`src/rtl/clkdiv_pkg.sv`:
```
// Shared types and defaults for the clock divider bank.
// The config struct pairs a period (divisor) with the high time of each period.
package clkdiv_pkg;

    localparam int CLKDIV_WIDTH    = 32;
    localparam int CLKDIV_CHANNELS = 4;

    typedef struct packed {
        logic [CLKDIV_WIDTH-1:0] divisor;
        logic [CLKDIV_WIDTH-1:0] high;
    } clkdiv_cfg_t;

    localparam logic OUT_RESET     = 1'b0;
    localparam logic PENDING_RESET = 1'b0;

endpackage

```
`src/rtl/divider_channel.sv`:
```
// One divider channel: period counter, active/shadow config with period-boundary
// update, and registered divided-clock and period-start outputs.
module divider_channel
    import clkdiv_pkg::*;
#(
    parameter int  WIDTH = CLKDIV_WIDTH,
    parameter type cfg_t = clkdiv_cfg_t
) (
    input  logic clock_in,
    input  logic reset,
    input  logic enable,
    input  logic sync,
    input  logic wr,
    input  cfg_t wr_cfg,
    output logic clock_out,
    output logic tick,
    output logic pending
);

    cfg_t             active, active_next;
    cfg_t             shadow, shadow_next;
    logic [WIDTH-1:0] count, count_next;
    logic             pending_next;
    logic             enable_q;
    logic             running, at_wrap, run_next;
    logic             clock_out_next, tick_next;

    // enable_q delays counting by one cycle so the first enabled cycle shows c=0 low
    // and the next shows c=0 with the tick.
    always_comb begin
        // NOTE: every comb output gets a default first so no path leaves it unassigned (no latch).
        active_next  = active;
        shadow_next  = shadow;
        pending_next = pending;
        count_next   = count;

        running = enable_q && enable && (active.divisor != '0);
        at_wrap = running && (count == active.divisor - WIDTH'(1));

        if (sync) begin
            count_next = '0;
            if (wr) begin
                active_next  = wr_cfg;
                shadow_next  = wr_cfg;
                pending_next = 1'b0;
            end else if (pending) begin
                active_next  = shadow;
                pending_next = 1'b0;
            end
        end else begin
            count_next = (running && !at_wrap) ? count + WIDTH'(1) : '0;
            if (pending && (!running || at_wrap)) begin
                active_next  = shadow;
                pending_next = 1'b0;
            end
            // A write landing on the apply edge becomes the next pending config.
            if (wr) begin
                shadow_next  = wr_cfg;
                pending_next = 1'b1;
            end
        end

        run_next       = enable && (active_next.divisor != '0);
        clock_out_next = run_next && (count_next < active_next.high);
        tick_next      = run_next && (count_next == '0);
    end

    always_ff @(posedge clock_in) begin
        // NOTE: state flops use non-blocking assignments so all channels update from the same pre-edge values.
        if (reset) begin
            active    <= '0;
            shadow    <= '0;
            count     <= '0;
            pending   <= PENDING_RESET;
            enable_q  <= 1'b0;
            clock_out <= OUT_RESET;
            tick      <= OUT_RESET;
        end else begin
            active    <= active_next;
            shadow    <= shadow_next;
            count     <= count_next;
            pending   <= pending_next;
            enable_q  <= enable;
            clock_out <= clock_out_next;
            tick      <= tick_next;
        end
    end

endmodule

```
`src/rtl/clock_divider_bank.sv`:
```
// Multi-channel programmable clock divider with double-buffered per-channel config
// and a global phase-realigning sync.
module clock_divider_bank
    import clkdiv_pkg::*;
#(
    parameter  int CHANNELS = CLKDIV_CHANNELS,
    parameter  int WIDTH    = CLKDIV_WIDTH,
    localparam int CH_BITS  = (CHANNELS > 1) ? $clog2(CHANNELS) : 1
) (
    input  logic                clock_in,
    input  logic                reset,
    input  logic [CHANNELS-1:0] enable,
    input  logic                sync,
    input  logic                cfg_write,
    input  logic [CH_BITS-1:0]  cfg_channel,
    input  logic [WIDTH-1:0]    cfg_divisor,
    input  logic [WIDTH-1:0]    cfg_high,
    output logic [CHANNELS-1:0] clock_out,
    output logic [CHANNELS-1:0] tick,
    output logic [CHANNELS-1:0] pending
);

    typedef struct packed {
        logic [WIDTH-1:0] divisor;
        logic [WIDTH-1:0] high;
    } bank_cfg_t;

    bank_cfg_t           wr_cfg;
    logic [CHANNELS-1:0] wr;

    assign wr_cfg = '{divisor: cfg_divisor, high: cfg_high};

    // Out-of-range channel numbers match no index, so such writes are dropped.
    always_comb begin
        wr = '0;
        for (int i = 0; i < CHANNELS; i++) begin
            wr[i] = cfg_write && (cfg_channel == CH_BITS'(i));
        end
    end

    for (genvar g = 0; g < CHANNELS; g++) begin : g_channel
        divider_channel #(
            .WIDTH (WIDTH),
            .cfg_t (bank_cfg_t)
        ) u_channel (
            .clock_in  (clock_in),
            .reset     (reset),
            .enable    (enable[g]),
            .sync      (sync),
            .wr        (wr[g]),
            .wr_cfg    (wr_cfg),
            .clock_out (clock_out[g]),
            .tick      (tick[g]),
            .pending   (pending[g])
        );
    end

endmodule
```
`config.mk`:
```
export PLATFORM = sky130hd
export DESIGN_NAME = clock_divider_bank
export DESIGN_NICKNAME = d
export VERILOG_FILES = /design/src/rtl/clkdiv_pkg.sv /design/src/rtl/divider_channel.sv /design/src/rtl/clock_divider_bank.sv
export SDC_FILE = /design/constraint.sdc
export NUM_CORES = 2
export LEC_CHECK = 0
export ABC_AREA = 1
export CORE_AREA = 5 5 377 379
export CTS_CLUSTER_SIZE = 30
export DETAILED_ROUTE_END_ITERATION = 10
export DIE_AREA = 0 0 382 384
export DONT_BUFFER_PORTS = 1
export HOLD_SLACK_MARGIN = 0.15
export MAX_ROUTING_LAYER = met4
export PLACE_DENSITY = 0.47
export SYNTH_ARGS = -nofsm -noshare
export SYNTH_HDL_FRONTEND = slang
export SYNTH_HIERARCHICAL = 1
export SYNTH_SLANG_ARGS = --single-unit
```
`constraint.sdc`:
```
create_clock -name clock_in -period 9.2 [get_ports clock_in]
set_clock_uncertainty 0.15 [all_clocks]
set_input_delay 1.84 -clock clock_in [delete_from_list [all_inputs] [get_ports clock_in]]
set_output_delay 1.84 -clock clock_in [all_outputs]
set_load 0.05 [all_outputs]
```
# Word-level counts from Yosys, hierarchy flattened
# Cells that the tools add are included.
dict set report classes {
  n_mux 32
  magnitude_cmp 4
  add_sub_neg 8
  reduce_logical 66
  eq_ne 7
}
# operator n
set op_table {}
lappend op_table {{64-bit 2-to-1 mux} 16}
lappend op_table {{32-bit 2-to-1 mux} 8}
lappend op_table {{32-bit nonzero test} 8}
lappend op_table {{32-bit by 1-bit adder with 32-bit output (second input constant)} 4}
lappend op_table {{32-bit == test} 4}
lappend op_table {{32-bit logical NOT} 4}
lappend op_table {{32-bit < comparator} 4}
lappend op_table {{32-bit by 1-bit subtractor with 32-bit output (second input constant)} 4}
lappend op_table {{1-bit logical AND} 36}
lappend op_table {{1-bit logical NOT} 8}
lappend op_table {{1-bit 2-to-1 mux} 8}
lappend op_table {{2-bit nonzero test} 4}
lappend op_table {{2-bit == test (second input constant)} 2}
lappend op_table {{1-bit logical OR} 4}
lappend op_table {{2-bit by 1-bit == test with 1-bit output (second input constant)} 1}
lappend op_table {{2-bit logical NOT} 1}
lappend op_table {{2-bit OR reduction} 1}
dict set report totals {
  elab_cells 153
  regBits 656
  out_inout_bits 12
  input_bits 74
}

# Longest topological paths before layout
dict set report depth {
  depth_word 10
  ltp_mapped 32
  depth_no_buf 30
}

# Cells and area by module
# The synthesis kept the hierarchy.
# mod n_inst cells_each seq_area_each_um2 area_each_um2
set by_module_without_submodules {}
lappend by_module_without_submodules {{divider_channel at g_channel[2].u_channel ...} 2 1647 3283.1 10293.6}
lappend by_module_without_submodules {{divider_channel at g_channel[0].u_channel ...} 2 1616 3283.1 10246.1}
lappend by_module_without_submodules {clock_divider_bank 1 8 0.0 30.0}

# Worst setup path before layout
# Ideal clock, no wire load.
dict set report synth_path {
  kind {input port to flip-flop}
  start {input cfg_channel[0]}
  end {register g_channel[0].u_channel.clock_out}
  setup_ps 125
  n_path_buf 3
  arrival_ps 4267
  required_ps 8925
  path_slack_ps 4658
  stages 16
  cell_sequence {inv_1 -> nand2_1 -> nor2_1 -> clkbuf_1 -> clkbuf_1 -> clkbuf_1 -> nand2_1 -> nand3_1 -> o21ai_0 -> ha_1 -> nand2_1 -> or3_1 -> o221ai_1 -> a21oi_1 -> nand3_1 -> a21oi_1}
}
dict set report synth_between {
  elab_chain_cells 7
  word_cells_on_any_way 8
  cone_classes {1 x order compare; 2 x mux; 5 x reduce/logical}
}
# item line
set synth_lines {}
lappend synth_lines {{start, declared} clock_divider_bank.sv:15} ;# input logic [CH_BITS-1:0] cfg_channel,
lappend synth_lines {{2-bit logical NOT *} clock_divider_bank.sv:37} ;# wr[i] = cfg_write && (cfg_channel == CH_BITS'(i));
lappend synth_lines {{1-bit logical AND *} clock_divider_bank.sv:37}
lappend synth_lines {{named net wr[0]} clock_divider_bank.sv:29} ;# logic [CHANNELS-1:0] wr;
lappend synth_lines {{64-bit 2-to-1 mux *} divider_channel.sv:42} ;# if (wr) begin
lappend synth_lines {{64-bit 2-to-1 mux *} divider_channel.sv:40} ;# if (sync) begin
lappend synth_lines {{parallel branches: the longest is 2 deep, another holds 32-bit < comparator} -}
lappend synth_lines {{1-bit logical AND *} divider_channel.sv:64} ;# clock_out_next = run_next && (count_next < active_next.high);
lappend synth_lines {{end signal, assigned} divider_channel.sv:84} ;# clock_out <= clock_out_next;
lappend synth_lines {{end, declared} divider_channel.sv:15} ;# output logic clock_out,
# Mark *: on every way through the listed nets, which the timed path passes.
# A chain may end at the register's enable or synchronous reset.

# Worst setup path after layout
dict set report layout_path {
  start {register g_channel[2].u_channel/active[32] (netlist bit)}
  end {register g_channel[2].u_channel.clock_out}
}
dict set report layout_between {
  elab_chain_cells 10
  word_cells_on_any_way 20
  cone_classes {1 x add/sub; 1 x order compare; 1 x eq/ne; 6 x mux; 11 x reduce/logical}
}
# item line
set layout_lines {}
lappend layout_lines {{start, declared} divider_channel.sv:20} ;# cfg_t active, active_next;
lappend layout_lines {{start signal, assigned} divider_channel.sv:79} ;# active <= active_next;
lappend layout_lines {{parallel branches: the longest is 9 deep, another holds 32-bit by 1-bit subtractor with 32-bit output} -}
lappend layout_lines {{1-bit logical AND *} divider_channel.sv:64}
lappend layout_lines {{end signal, assigned} divider_channel.sv:84}
lappend layout_lines {{end, declared} divider_channel.sv:15}
# Every way passes the cells marked *.

==> flow_metrics.tcl <==
set metrics [dict create \
    path_buf_inv 2 \
    num-fill-cells 15310 \
    startpoint_to_endpoint_class_of_the_critical_path "reg2reg" \
    power_density_mw_per_mm2 168.3 \
    width_of_the_die_um 382 \
    placement.io_buffers 0 \
    crit_path_max_fanout 100 \
    synth_top_area_share_pct 31.95 \
    post_synthesis_net_count 6744 \
    vias 41630 \
    synthesis.area_mm2 0.04111 \
    leading_cell_type_in_the_layout_fill_and_taps_excluded "nand2_1" \
    post-dp-hpwl_um 107800 \
    fmax_mhz 184.0 \
    synth_top_flop_cell "dfxtp_1" \
    critPathLaunchType "flop" \
    cts.sink_count 656 \
    power.share.switching_pct 28.60 \
    status "finished, violations left" \
    worst_slew_margin_rel_pct -60.14 \
    number_of_enable_type_register_cells_in_the_synthesized_netlist 0 \
    layout_min_cycle_time_ns 5.434 \
    synthToLayoutAreaGrowth_pct 9.612 \
    post_drt_via_cell_ratio 5.083 \
    grt-ovfl-total 0 \
    flip_flop_and_latch_count_after_synthesis 656 \
    tightestPinTransition_ns 2.402 \
    fin_tns_setup_ns 0 \
    grt_start_max_net_pins 655 \
    grt_first_pass_wirelength_um 240100 \
    drt_pre_antenna_iters 6 \
    final_hold_viols 0 \
    yosys.cell_types.count 48 \
    grt_use_total_pct 21.70 \
    drt-wirelength-per-cell_um 19.53 \
    cts.repair_timing.setup_buffer_count 0 \
    gp_congestion 0.9132 \
    design.die.area_mm2 0.1467 \
    sequential_share_of_power_pct 40.7 \
    floorplan.io_pins 86 \
    finalNetCount 6511 \
    htree_levels 3 \
    setup.worst_path.end_class "flop" \
    initial_antenna_violation_count 34 \
    count_of_standard_cell_rows 137 \
    syn_inst_count 6534 \
    grt_setup_unrepaired "no" \
    grt_pass1_vias 38110 \
    power.net_switching_mw 2.169 \
    drt_iter0_markers 3124 \
    synth-async-reset-ratio_pct 0 \
    clk_transition_reported_paths_ns 0.06 \
    comb_power_share_pct 13.2 \
    cts-hold-fix-buffers 0 \
    drive_above_1_share_pct 3.959 \
    critPathRequiredTime_ns 9.67 \
    layout.cells.most_common_list "nand2_1, nor2_1, dfxtp_1" \
    die_h_um 384 \
    multi_input_area_mm2 0.02460 \
    clock_power_share_pct 46.1 \
    violations "slew limit" \
    power_leakage_nw 17.81 \
    detail_route.drc_violations 0 \
    cts-root-buf "clkbuf_16" \
    ys_seq_area_share_pct 31.95 \
    core_area_mm2 0.1385 \
    worst_path_largest_cell_delay_ns 0.64 \
    hold_slack_ns 0.3098 \
    drv_slew 606 \
    critPathSlowestCell "nand2_4" \
    synth.largest_area_cell "dfxtp_1" \
    total_cts_buffers 84 \
    cpLargestDelayFamily "simple AND/OR/NAND/NOR gates" \
    detail_route.wirelength_um 160000 \
    hold_class "reg2reg" \
    clk_latency_worst_skew_pair_ns 0.69 \
    intPower_mw 5.416 \
    cts_tree "built" \
    timing.max_cap.violations 0 \
    drt.antenna.violating_nets 0 \
    initial_utilization_pct 29.68 \
    post-route-period-util_pct 59.07 \
    cell_types_occupying_the_most_area_after_synthesis "dfxtp_1, nand2_1, nor2_1" \
    regArea_mm2 0.01315 \
    synthesis.area_per_instance_um2 6.292 \
    ctsLongestPathBuffers 3 \
    critical_path_arrival_ns 5.90 \
    final_setup_fails 0 \
    cts.repair.resized 0 \
    yosys_warnings 6 \
    irDropWorstVdd_mv 0.1214 \
]
power by group through the flow:
stage | Combinational [mW] | Clock [mW] | Sequential [mW]
2_1_floorplan | 0.853 | 0 | 3.10
6_report | 1.00 | 3.49 | 3.09
3_5_place_dp | 0.996 | 0 | 3.14
3_3_place_gp | 0.989 | 0 | 3.15
4_1_cts | 1.00 | 3.59 | 3.08
5_1_grt | 1.15 | 3.69 | 3.10
worst register-to-register path, stage by stage (launching register included):
cell and delay (ns):
dfxtp_1 0.34, inv_2 0.11, ha_1 0.23, nand2_2 0.12, nor2_4 0.29, nand2_1 0.14, nand2_1 0.09, nand2_1 0.05
nor2_1 0.11, nand2_1 0.07, nor2_1 0.12, nand3_1 0.08, nor2_1 0.09, nand2_1 0.09, nand2_4 0.27, nand2_4 0.66
inv_4 0.60, o21ai_0 0.13, and2_1 0.17, ha_1 0.30, a21oi_1 0.16, nor2_1 0.06, a211oi_1 0.18, nor2_1 0.06
nor4_1 0.43, nand3_1 0.14, a21oi_1 0.14
cells by family (layout without fill, tap and decap cells):
logic type      after synthesis  count (layout)  synth area share [%]
compound gates             1092            1092                 14.77
xor+xnor                    162             162                 3.658
fa+ha+maj                   136             136                 4.139
buf+inv                     850             682                 8.297
flops                       656             656                 31.95
other cells                   0              17                     0
simple gates               3638            3638                 37.19
stage by stage:
step                cell area (µm²)  power (mW)  cells  setup WS (ns)  utilization, %
floorplan                     41110       3.954   6534          4.658               -
global placement              42150       4.134   8022          3.675           30.43
detailed placement            42150       4.141   8022          3.626           30.43
CTS                           45020       7.679   8173          3.745           32.50
global route                  45050       7.945   8184          3.270           32.52
finish                        45060       7.586   8190          3.766           32.53
per-layer routing:
layer	part of all wire (%)	GRT usage (%)	vias up	wire [µm]
met5	0	-	-	0
met4	3.4	7.252	0	5501
met3	5.9	3.785	219	9512
met2	44	32.86	1087	70200
met1	47	29.34	19300	74770
li1	-	-	21030	-
layout make-up:
type	instances	share of cell area, %
Timing Repair Buffer	29	0.5387
Clock inverter	33	0.9718
Sequential cell	656	29.18
Clock buffer	118	5.398
Inverter	502	4.218
Antenna cell	17	0.09441
Tap cell	1807	5.017
Multi-Input combinational cell	5028	54.58
sequential cells by signal, summed over array words and instances, names as in the netlist:
signal / flops
g_channel.u_channel/pending: 4
g_channel.u_channel/shadow: 256
g_channel.u_channel/count: 128
g_channel.u_channel/enable_q: 4
g_channel.u_channel/active: 256
g_channel.u_channel/tick: 4
g_channel.u_channel/clock_out: 4
synthesized netlist by cell type, types with 6 or more instances:
| cell type | n |
|---|---|
| inv_2 | 8 |
| nor2_4 | 14 |
| buf_2 | 22 |
| xnor2_1 | 48 |
| nor2_1 | 886 |
| buf_4 | 8 |
| nand2_4 | 10 |
| a21oi_1 | 400 |
| buf_6 | 20 |
| ha_1 | 136 |
| nand3b_1 | 32 |
| a32o_1 | 6 |
| inv_1 | 486 |
| buf_1 | 44 |
| o21bai_1 | 10 |
| a211oi_1 | 12 |
| nor4_1 | 70 |
| dfxtp_1 | 656 |
| nand4_1 | 80 |
| and2_1 | 12 |
| o21ai_0 | 368 |
| nor3_1 | 116 |
| o211ai_1 | 184 |
| nor2_2 | 26 |
| nand2_1 | 1878 |
| nand3_1 | 492 |
| xor2_1 | 108 |
| clkbuf_1 | 252 |
| o21ai_1 | 92 |
final timing paths:
kind	startpoint	end	slack [ns]	cells after the start
max reg2reg	g_channel[2].u_channel/active[32]	g_channel[2].u_channel/clock_out	3.77	26
min reg2reg	g_channel[2].u_channel/shadow[6]	g_channel[2].u_channel/shadow[6]	0.31	2
max	g_channel[2].u_channel/active[32]	g_channel[2].u_channel/clock_out	3.77	26
min	g_channel[2].u_channel/shadow[6]	g_channel[2].u_channel/shadow[6]	0.31	2
Note: power is estimated with default switching activity, not from simulation.
